### src/rtl/core_sequencer.sv
// core_sequencer: in-order, single-issue RV32I issue sequencer.
// Accepts one instruction at a time, decodes OP / OP-IMM / LUI, reads operands, hands them to an
// external multi-cycle ALU, waits (bounded) for completion, then writes the result back.
// Any other opcode, or an ALU that never answers, parks the block in a trap state until reset.
//
// Ports
//   clk_i, reset_i                     clock, synchronous active-high reset
//   instr_valid_i/instr_ready_o/instr_i  fetch handshake and 32-bit instruction word
//   rf_rs1_addr_o/rf_rs2_addr_o        register-file read addresses
//   rf_rs1_data_i/rf_rs2_data_i        combinational register-file read data
//   alu_start_o                        one-cycle execute pulse
//   alu_instr_o/alu_op_a_o/alu_op_b_o  instruction and operands for the ALU
//   alu_done_i/alu_result_i            ALU completion strobe and result
//   rf_we_o/rf_wr_addr_o/rf_wr_data_o  register-file write port
//   busy_o                             not idle
//   illegal_o                          trapped
//   retired_count_o                    completed-instruction counter (wraps)
module core_sequencer #(
  // Max cycles after the alu_start cycle to wait for alu_done (1..255)
  parameter int unsigned ALU_TIMEOUT = 16
) (
  input  logic        clk_i,
  input  logic        reset_i,
  input  logic        instr_valid_i,
  output logic        instr_ready_o,
  input  logic [31:0] instr_i,
  output logic [4:0]  rf_rs1_addr_o,
  output logic [4:0]  rf_rs2_addr_o,
  input  logic [31:0] rf_rs1_data_i,
  input  logic [31:0] rf_rs2_data_i,
  output logic        alu_start_o,
  output logic [31:0] alu_instr_o,
  output logic [31:0] alu_op_a_o,
  output logic [31:0] alu_op_b_o,
  input  logic        alu_done_i,
  input  logic [31:0] alu_result_i,
  output logic        rf_we_o,
  output logic [4:0]  rf_wr_addr_o,
  output logic [31:0] rf_wr_data_o,
  output logic        busy_o,
  output logic        illegal_o,
  output logic [31:0] retired_count_o
);

  localparam logic [6:0] OpcOp    = 7'b0110011;
  localparam logic [6:0] OpcOpImm = 7'b0010011;
  localparam logic [6:0] OpcLui   = 7'b0110111;
  localparam logic [7:0] TimeoutCnt = 8'(ALU_TIMEOUT);

  typedef enum logic [2:0] {
    StIdle,
    StDecode,
    StExecute,
    StWriteback,
    StTrap
  } state_e;

  state_e      state_q, state_d;
  logic [31:0] instr_q, instr_d;
  logic [31:0] op_a_q, op_a_d;
  logic [31:0] op_b_q, op_b_d;
  logic [31:0] result_q, result_d;
  logic [7:0]  cnt_q, cnt_d;
  logic [31:0] retired_q, retired_d;

  always_ff @(posedge clk_i) begin
    if (reset_i) begin
      state_q   <= StIdle;
      instr_q   <= '0;
      op_a_q    <= '0;
      op_b_q    <= '0;
      result_q  <= '0;
      cnt_q     <= '0;
      retired_q <= '0;
    end else begin
      state_q   <= state_d;
      instr_q   <= instr_d;
      op_a_q    <= op_a_d;
      op_b_q    <= op_b_d;
      result_q  <= result_d;
      cnt_q     <= cnt_d;
      retired_q <= retired_d;
    end
  end

  always_comb begin
    state_d   = state_q;
    instr_d   = instr_q;
    op_a_d    = op_a_q;
    op_b_d    = op_b_q;
    result_d  = result_q;
    cnt_d     = cnt_q;
    retired_d = retired_q;
    unique case (state_q)
      StIdle: begin
        if (instr_valid_i) begin
          instr_d = instr_i;
          state_d = StDecode;
        end
      end
      StDecode: begin
        cnt_d   = '0;
        state_d = StExecute;
        unique case (instr_q[6:0])
          OpcOp: begin
            op_a_d = rf_rs1_data_i;
            op_b_d = rf_rs2_data_i;
          end
          OpcOpImm: begin
            op_a_d = rf_rs1_data_i;
            op_b_d = {{20{instr_q[31]}}, instr_q[31:20]};
          end
          OpcLui: begin
            op_a_d = '0;
            op_b_d = {instr_q[31:12], 12'h000};
          end
          default: state_d = StTrap;
        endcase
      end
      StExecute: begin
        // cnt_q counts cycles since alu_start; a done in the start cycle (cnt_q == 0) is ignored,
        // and a done on the final allowed cycle takes priority over the timeout.
        if (cnt_q != 8'd0 && alu_done_i) begin
          result_d = alu_result_i;
          state_d  = StWriteback;
        end else if (cnt_q == TimeoutCnt) begin
          state_d = StTrap;
        end else begin
          cnt_d = cnt_q + 8'd1;
        end
      end
      StWriteback: begin
        retired_d = retired_q + 32'd1;
        state_d   = StIdle;
      end
      StTrap: state_d = StTrap;
      default: state_d = StIdle;
    endcase
  end

  assign instr_ready_o   = (state_q == StIdle);
  assign busy_o          = (state_q != StIdle);
  assign illegal_o       = (state_q == StTrap);
  assign rf_rs1_addr_o   = instr_q[19:15];
  assign rf_rs2_addr_o   = instr_q[24:20];
  assign alu_start_o     = (state_q == StExecute) && (cnt_q == 8'd0);
  assign alu_instr_o     = instr_q;
  assign alu_op_a_o      = op_a_q;
  assign alu_op_b_o      = op_b_q;
  // Writes to x0 are dropped; the instruction still retires.
  assign rf_we_o         = (state_q == StWriteback) && (instr_q[11:7] != 5'd0);
  assign rf_wr_addr_o    = instr_q[11:7];
  assign rf_wr_data_o    = result_q;
  assign retired_count_o = retired_q;

endmodule

### config.mk
export PLATFORM = sky130hd
export DESIGN_NAME = core_sequencer
export DESIGN_NICKNAME = d
export VERILOG_FILES = /design/src/rtl/core_sequencer.sv
export SDC_FILE = /design/constraint.sdc
export NUM_CORES = 1
export LEC_CHECK = 0
export ABC_AREA = 1
export BUFFER_PORTS_ARGS = -buffer_cell sky130_fd_sc_hd__buf_4
export CAP_MARGIN = 40
export CORE_ASPECT_RATIO = 0.6
export CORE_MARGIN = 2
export CORE_UTILIZATION = 45
export CTS_BUF_LIST = sky130_fd_sc_hd__clkbuf_8
export DETAILED_ROUTE_END_ITERATION = 6
export HOLD_SLACK_MARGIN = 0.05
export PLACE_DENSITY = 0.89
export SETUP_SLACK_MARGIN = 0.1
export SLEW_MARGIN = 10
export SYNTH_ARGS = -nofsm -noshare
export SYNTH_HDL_FRONTEND = slang
export SYNTH_SLANG_ARGS = --single-unit
### constraint.sdc
create_clock -name clk_i -period 1.4 [get_ports clk_i]
set_input_delay 0.14 -clock clk_i [delete_from_list [all_inputs] [get_ports clk_i]]
set_output_delay 0.14 -clock clk_i [all_outputs]
set_load 0.01 [all_outputs]
==> flow_metrics.tcl, run 1 <==
set metrics [dict create \
    synthXorXnorAreaFrac 0.003411 \
    syn_area_per_cell_sq_um 7.146 \
    rows 36 \
    clock-sinks 171 \
    tool.error "[ERROR DPL-0038] Utilization greater than 100%, impossible to legalize" \
    gp_congestion 0.9402 \
    portBuffers 311 \
    synthAdderAreaFrac 0.004873 \
    yosysWarnings 0 \
    synthMuxAreaShare 0 \
    ys_types 33 \
    pin_count 312 \
    grt_max_degree 69 \
    synth_compound_area_frac 0.1561 \
    die_h_microns 105.4 \
    lastStage "5_1_grt" \
    syn_inst 1078 \
    initial_core_util 0.4673 \
    yosysTopAreaCell "dfxtp_1" \
    cts_buffer_depth 2 \
    dieWidth_microns 172.9 \
    dp_hpwl_microns 19110 \
    dpl_worst_slack_ns -0.1792 \
    yosys.area_share.simple 0.2699 \
    yosysSeqAreaShare 0.4444 \
    status "did not finish" \
    synth_nets 1213 \
    htreeDepth 4 \
    cts.root.buffer_cell "clkbuf_8" \
    synth_top_family_by_area "simple AND/OR/NAND/NOR gates" \
    ys_ff_latch 171 \
    synth_top_area_share 0.4444 \
    synthesis.area_sq_um 7704 \
    cts_buffers 17 \
    synth_area_leaders "dfxtp_1 44%, nand3_1 8.8%, a21oi_1 8.2%" \
]
-- through the flow --
step                instances  utilization  cell area (sq um)  setup TNS, ns  hold slack [ns]
CTS                      1866       0.9107              15010         -24.61          0.07091
detailed placement       1617       0.6558              10810         -8.913           0.3744
global placement         1617       0.6558              10810         -3.042           0.3638
floorplan                1078            -               7914              0           0.2759
-- Yosys cell counts (all sizes together) --
library cell,count
nor2,130
o211ai,1
nand2,155
o21a,1
a31oi,1
a21oi,126
xor2,3
ha,3
nand4,17
nor3b,1
o21ai,106
clkbuf,34
nand3,141
buf,45
nor3,12
o21bai,2
or2,1
inv,127
dfxtp,171
clkinv,1
-- what timing repair did --
item / CTS
pin swaps: 105
endpoints found under the hold margin: 127
setup buffers: 63
endpoints found under the setup margin: 171
gates cloned: 29
resized for setup: 349
hold buffers: 128
-- logic make-up after synthesis --
family          Yosys count
compound gates          237
xor+xnor                  3
fa+ha+maj                 3
buf+inv                 207
flops                   171
simple gates            457
==> inputs of run 2 (changes only) <==
--- a/config.mk
+++ b/config.mk
@@ -8,14 +8,10 @@
 export ABC_AREA = 1
 export BUFFER_PORTS_ARGS = -buffer_cell sky130_fd_sc_hd__buf_4
 export CAP_MARGIN = 40
-export CORE_ASPECT_RATIO = 0.6
 export CORE_MARGIN = 2
-export CORE_UTILIZATION = 45
-export CTS_BUF_LIST = sky130_fd_sc_hd__clkbuf_8
+export CORE_UTILIZATION = 35
 export DETAILED_ROUTE_END_ITERATION = 6
-export HOLD_SLACK_MARGIN = 0.05
-export PLACE_DENSITY = 0.89
-export SETUP_SLACK_MARGIN = 0.1
+export PLACE_DENSITY_LB_ADDON = 0.15
 export SLEW_MARGIN = 10
 export SYNTH_ARGS = -nofsm -noshare
 export SYNTH_HDL_FRONTEND = slang
==> constraint.sdc (replaced) <==
create_clock -name clk_i -period 1.8 [get_ports clk_i]
set_input_delay 0.18 -clock clk_i [delete_from_list [all_inputs] [get_ports clk_i]]
set_output_delay 0.18 -clock clk_i [all_outputs]
set_load 0.01 [all_outputs]
==> run 2 against run 1 <==
- the run now ends clean
- area after synthesis unchanged
- synthesized cell count unchanged
==> flow_metrics.tcl, run 2 <==
set metrics [dict create \
    pin_count 312 \
    clock_skew_ns 0.01055 \
    cts_buffers 17 \
    rows 54 \
    path_buf_inv 4 \
    nNetsFinal 1520 \
    place_inst 1627 \
    ant_nets 0 \
    ys_types 33 \
    cts_buffer_depth 2 \
    required_ns 1.62 \
    path_delay_family "simple AND/OR/NAND/NOR gates" \
    status "complete, no violations" \
    first_iter_violations 481 \
    slowest_delay_ns 0.32 \
    crit_path_frequent_cell "buf_6" \
    initial_core_util 0.3552 \
    start_kind "register" \
    p_total_mw 8.318 \
    design_area_sq_um 11090 \
    grt_pass1_wl_microns 40590 \
    final_cell_mix "342 x buf_4, 170 x dfxtp_1, 148 x nand2_1" \
    synth.most_common_cell "dfxtp_1" \
    gp_congestion 0.8656 \
    cts_tree "built" \
    synth_nets 1213 \
    max_freq_mhz 590.1 \
    syn_area_per_cell_sq_um 7.146 \
    drc 0 \
    portBuffers 311 \
    yosysTopAreaCell "dfxtp_1" \
    endpoint_kind "output port" \
    ys_top_cells_by_count "171 x dfxtp_1, 152 x nand2_1, 135 x nand3_1" \
    synth-async-reset-ratio 0 \
    routed-wl-met3_microns 1700 \
    hold_class "primary input to register" \
    p_leak_nw 5.011 \
    wl_microns 26270 \
    setup.worst_path.class "register to output port" \
    setup_viol 0 \
    dr.pass1.iters 4 \
    placed_area_sq_um 10320 \
    yosysSeqAreaShare 0.4444 \
    syn_to_final_growth_pct 43.97 \
    met2_length_microns 12420 \
    hold_viol_final 0 \
    tightest_slew_ns 0.4455 \
    die_h_microns 152.4 \
    core_area_sq_um 21690 \
    clock_latency_ns 0.42 \
    grt_pass1_vias 7450 \
    critPathArrivalTime_ns 1.51 \
    synth_edf_count 0 \
    grt-ovfl-total 0 \
    syn_inst 1078 \
    path_clk_slew_ns 0.07 \
    wire_per_inst_microns 15.65 \
    critPathMaxFanout 2 \
    top_layer "met4" \
    antenna_found_initial 1 \
    drive_gt1_frac 0.3014 \
    dpl_worst_slack_ns 0.01898 \
    drt-met1-wl_microns 11850 \
    relSlewSlack 0.7007 \
    htreeDepth 4 \
    clock-sinks 171 \
    via_per_inst 4.822 \
    cts.root.buffer_cell "clkbuf_16" \
    slew_viol_final 0 \
    period_share 0.9415 \
    crit_slowest_cell "dfxtp_1" \
    ys_ff_latch 171 \
    setup_ws_ns 0.1054 \
    dieArea_sq_um 23210 \
    dp_hpwl_microns 18920 \
    synth_top_area_share 0.4444 \
    grt_max_degree 66 \
    synth_area_leaders "dfxtp_1 44%, nand3_1 8.8%, a21oi_1 8.2%" \
    final_common_cell "buf_4" \
    yosysWarnings 0 \
    vdd.ir_drop.worst_mv 0.5427 \
    track_usage 0.2168 \
    dieWidth_microns 152.4 \
    finalCriticalPeriod_ns 1.695 \
    timing.hold.ws_ns 0.03242 \
    vias 8092 \
    ys.flop_type "dfxtp_1" \
    max_cap_violations 0 \
    fill_cells 2161 \
    power_density_nw_per_um2 750.0 \
    fin_cells 1678 \
    path_cells "inv_2 -> ha_1 -> inv_1 -> nor3_2 -> nand2_2 -> buf_6 -> nor2_4 -> buf_6" \
    synthesis.area_sq_um 7704 \
]
[run 2: cell counts after synthesis]
Identical to the previous run, type by type.
[run 2: cell type report]
cell class                 instances  area, sq um  share of cell area
timing repair buffer             366         2907              0.2621
antenna                            1        2.502           0.0002256
multi-input combinational        701         3398              0.3064
clock buffer                      19        432.9             0.03903
sequential                       171         3425              0.3088
clock inverter                    12        93.84            0.008461
inverter                         128        481.7             0.04343
tap                              280        350.3             0.03159
[run 2: what timing repair did]
item | 4_1_cts | 5_1_grt
hold buffers | 12 | 0
setup endpoints to repair | 2 | 39
resized for setup | 5 | 8
setup buffers | 3 | 2
endpoints found under the hold margin | 12 | 0
cloned | 0 | 2
pin swaps | 3 | 3
[run 2: path summary, 6_finish.rpt]
check / start / end / slack [ns] / cells past startpoint
min: rf_rs1_data_i[5] / alu_op_a_o[5]$_SDFFE_PP0P_ / 0.03 / 3
max reg2reg: cnt_q[0]$_SDFFE_PP0P_ / rf_wr_data_o[31]$_SDFFE_PP0P_ / 0.15 / 10
max: cnt_q[0]$_SDFFE_PP0P_ / alu_start_o / 0.11 / 8
min reg2reg: rf_wr_data_o[1]$_SDFFE_PP0P_ / rf_wr_data_o[1]$_SDFFE_PP0P_ / 0.45 / 2
[run 2: through the flow]
step,setup TNS [ns],utilization
after floorplan,0,-
after global placement,0,0.4758
after detailed placement,0,0.4758
after CTS,0,0.5073
after global routing,-0.009772,0.5114
final,0,0.5114
[run 2: routing by layer]
metal,vias to the layer above,global-route usage
met5,-,0
met4,0,0.05340
met3,17,0.05887
met2,238,0.3537
met1,3719,0.2858
li1,4118,-
[run 2: logic make-up after synthesis]
kind of cell             after synthesis  synth area share
adder cells (fa/ha/maj)                3          0.004873
buffers and inverters                207            0.1213
AND/OR/NAND/NOR                      457            0.2699
XOR/XNOR                               3          0.003411
flip-flops                           171            0.4444
AO/OA/AOI/OAI                        237            0.1561
[run 2: worst register-to-register path, stage by stage, from the launching register on]
cell and delay (ns):
dfxtp_1 0.34, inv_2 0.04, ha_1 0.18, inv_1 0.06, nor3_2 0.05, nand2_2 0.08
buf_4 0.12, nand3_4 0.20, buf_4 0.25, o21ai_0 0.17, a21oi_1 0.06
[run 2: where the power goes]
part           internal, mW  total (mW)  switching, mW
registers              3.86        3.95         0.0887
logic                 0.480       0.962          0.482
clock network          1.78        3.40           1.63
total                  6.12        8.32           2.20
(Power assumes the default switching activity.)
==> inputs of run 3 (changes only) <==
--- a/config.mk
+++ b/config.mk
@@ -9,7 +9,7 @@
 export BUFFER_PORTS_ARGS = -buffer_cell sky130_fd_sc_hd__buf_4
 export CAP_MARGIN = 40
 export CORE_MARGIN = 2
-export CORE_UTILIZATION = 35
+export CORE_UTILIZATION = 49
 export DETAILED_ROUTE_END_ITERATION = 6
 export PLACE_DENSITY_LB_ADDON = 0.15
 export SLEW_MARGIN = 10
==> run 3 against run 2 <==
- via count increased by 2.3%
- cell area fell by 1.3%
- highest routed layer unchanged
- count of clock-buffer cells in the layout shrank 1
==> flow_metrics.tcl, run 3 (synthesis results as in run 2) <==
set metrics [dict create \
    clkPwrFrac 0.425 \
    final_common_cell "buf_4" \
    rows 45 \
    p_int_mw 6.304 \
    wire_per_inst_microns 15.59 \
    antenna_cells 0 \
    drt-met1-wl_microns 10020 \
    slowest_delay_ns 0.36 \
    cts_buffer_depth 2 \
    setup_viol 0 \
    dieArea_sq_um 16740 \
    setup.worst_path.class "register to output port" \
    clock-sinks 171 \
    routed-wl-met3_microns 2108 \
    initial_core_util 0.5049 \
    rsz0062_at_grt "yes" \
    power.switching_mw 2.219 \
    pin_count 312 \
    die_h_microns 129.4 \
    period_share 0.9742 \
    status "complete, no violations" \
    hold_viol_final 0 \
    p_leak_nw 5.019 \
    critPathArrivalTime_ns 1.57 \
    required_ns 1.62 \
    clock_latency_ns 0.43 \
    via_per_inst 5.163 \
    endpoint_kind "output port" \
    path_cells "inv_4 -> ha_4 -> inv_2 -> nor3_4 -> nand2_2 -> nor2_1 -> buf_4" \
    slew_viol_final 0 \
    track_usage 0.2895 \
    met2_length_microns 11970 \
    ant_nets 0 \
    first_iter_violations 477 \
    drc 0 \
    drive_gt1_frac 0.3017 \
    dieWidth_microns 129.4 \
    wl_microns 24990 \
    portBuffers 311 \
    cts.root.buffer_cell "clkbuf_16" \
    tightest_slew_ns 0.4274 \
    max_cap_violations 0 \
    critPathMaxFanout 3 \
    r2r_slack_ns 0.09 \
    power_frac_comb 0.109 \
    grt-ovfl-total 0 \
    dpl_worst_slack_ns 0.1393 \
    clock_skew_ns 0.01324 \
    htreeDepth 4 \
    tns_ns 0 \
    final_cell_mix "344 x buf_4, 168 x dfxtp_1, 149 x nand2_1" \
    power_density_nw_per_um2 778.9 \
    grt_pass1_vias 7489 \
    finalCriticalPeriod_ns 1.753 \
    syn_to_final_growth_pct 42.05 \
    grt_max_degree 84 \
    path_clk_slew_ns 0.07 \
    relSlewSlack 0.7128 \
    vdd.ir_drop.worst_mv 0.6640 \
    seq_power_share 0.466 \
    core_area_sq_um 15260 \
    hold_class "primary input to register" \
    dp_hpwl_microns 18200 \
    vias 8277 \
    switching_share 0.2603 \
    start_kind "register" \
    gp_congestion 0.8620 \
    crit_slowest_cell "dfxtp_4" \
    setup_ws_ns 0.04653 \
    dr.pass1.iters 5 \
    grt_pass1_wl_microns 37920 \
    nNetsFinal 1514 \
    cts_tree "built" \
    antenna_found_initial 0 \
    cts_buffers 17 \
    top_layer "met4" \
    max_freq_mhz 570.3 \
]
run 3: final cells by class:
cell class / instances / area [sq um]
Inverter: 128 / 484.2
Fill cell: 1302 / 4315
Sequential cell: 171 / 3430
Multi-Input combinational cell: 700 / 3379
Clock inverter: 14 / 153.9
Clock buffer: 18 / 429.2
Tap cell: 211 / 264.0
Timing Repair Buffer: 361 / 2803
run 3: path summary, 6_finish.rpt:
kind | from | end | cells past startpoint
max | cnt_q[1]$_SDFFE_PP0P_ | alu_start_o | 7
min reg2reg | rf_wr_data_o[25]$_SDFFE_PP0P_ | rf_wr_data_o[25]$_SDFFE_PP0P_ | 2
max reg2reg | state_q[1]$_SDFFE_PP0P_ | rf_wr_data_o[24]$_SDFFE_PP0P_ | 7
min | instr_i[22] | alu_instr_o[22]$_SDFFE_PP0P_ | 3
run 3: worst max-delay path: cells and delay by family, from the launching register on:
kind / cells / cell delay [ns]
and+or+nand+nor: 3 / 0.45
buffers and inverters: 3 / 0.22
DFF: 1 / 0.36
adders and majority gates: 1 / 0.12
run 3: power groups by stage:
| stage | sequential [mW] | combinational, mW | clock, mW |
|---|---|---|---|
| after floorplan | 4.05 | 0.394 | 0 |
| after global placement | 4.06 | 0.885 | 0 |
| after detailed placement | 4.06 | 0.893 | 0 |
| after CTS | 3.97 | 0.926 | 3.68 |
| after global routing | 3.98 | 1.01 | 3.81 |
| final | 3.97 | 0.928 | 3.62 |
run 3: through the flow:
step | hold WS (ns) | cell area (sq um) | utilization | std cells | power, mW
final | 0.02503 | 10940 | 0.7172 | 1603 | 8.523
after floorplan | 0.3159 | 7704 | - | 1078 | 4.441
after CTS | 0.01116 | 10870 | 0.7123 | 1598 | 8.574
after detailed placement | 0.4138 | 10160 | 0.6657 | 1553 | 4.949
after global routing | 0.02404 | 10940 | 0.7172 | 1603 | 8.801
after global placement | 0.4015 | 10160 | 0.6657 | 1553 | 4.941
run 3: repair_timing:
item | in CTS | in global routing
gates cloned | 0 | 0
endpoints found under the setup margin | 1 | 67
pin swaps | 1 | 5
endpoints found under the hold margin | 12 | 0
hold buffers | 12 | 0
buffers inserted | 1 | 5
resized for setup | 0 | 15
run 3: routing by layer:
metal,vias up,track usage
met3,61,0.06647
met4,0,0.1266
li1,4110,-
met1,3753,0.3539
met5,-,0
met2,353,0.4889
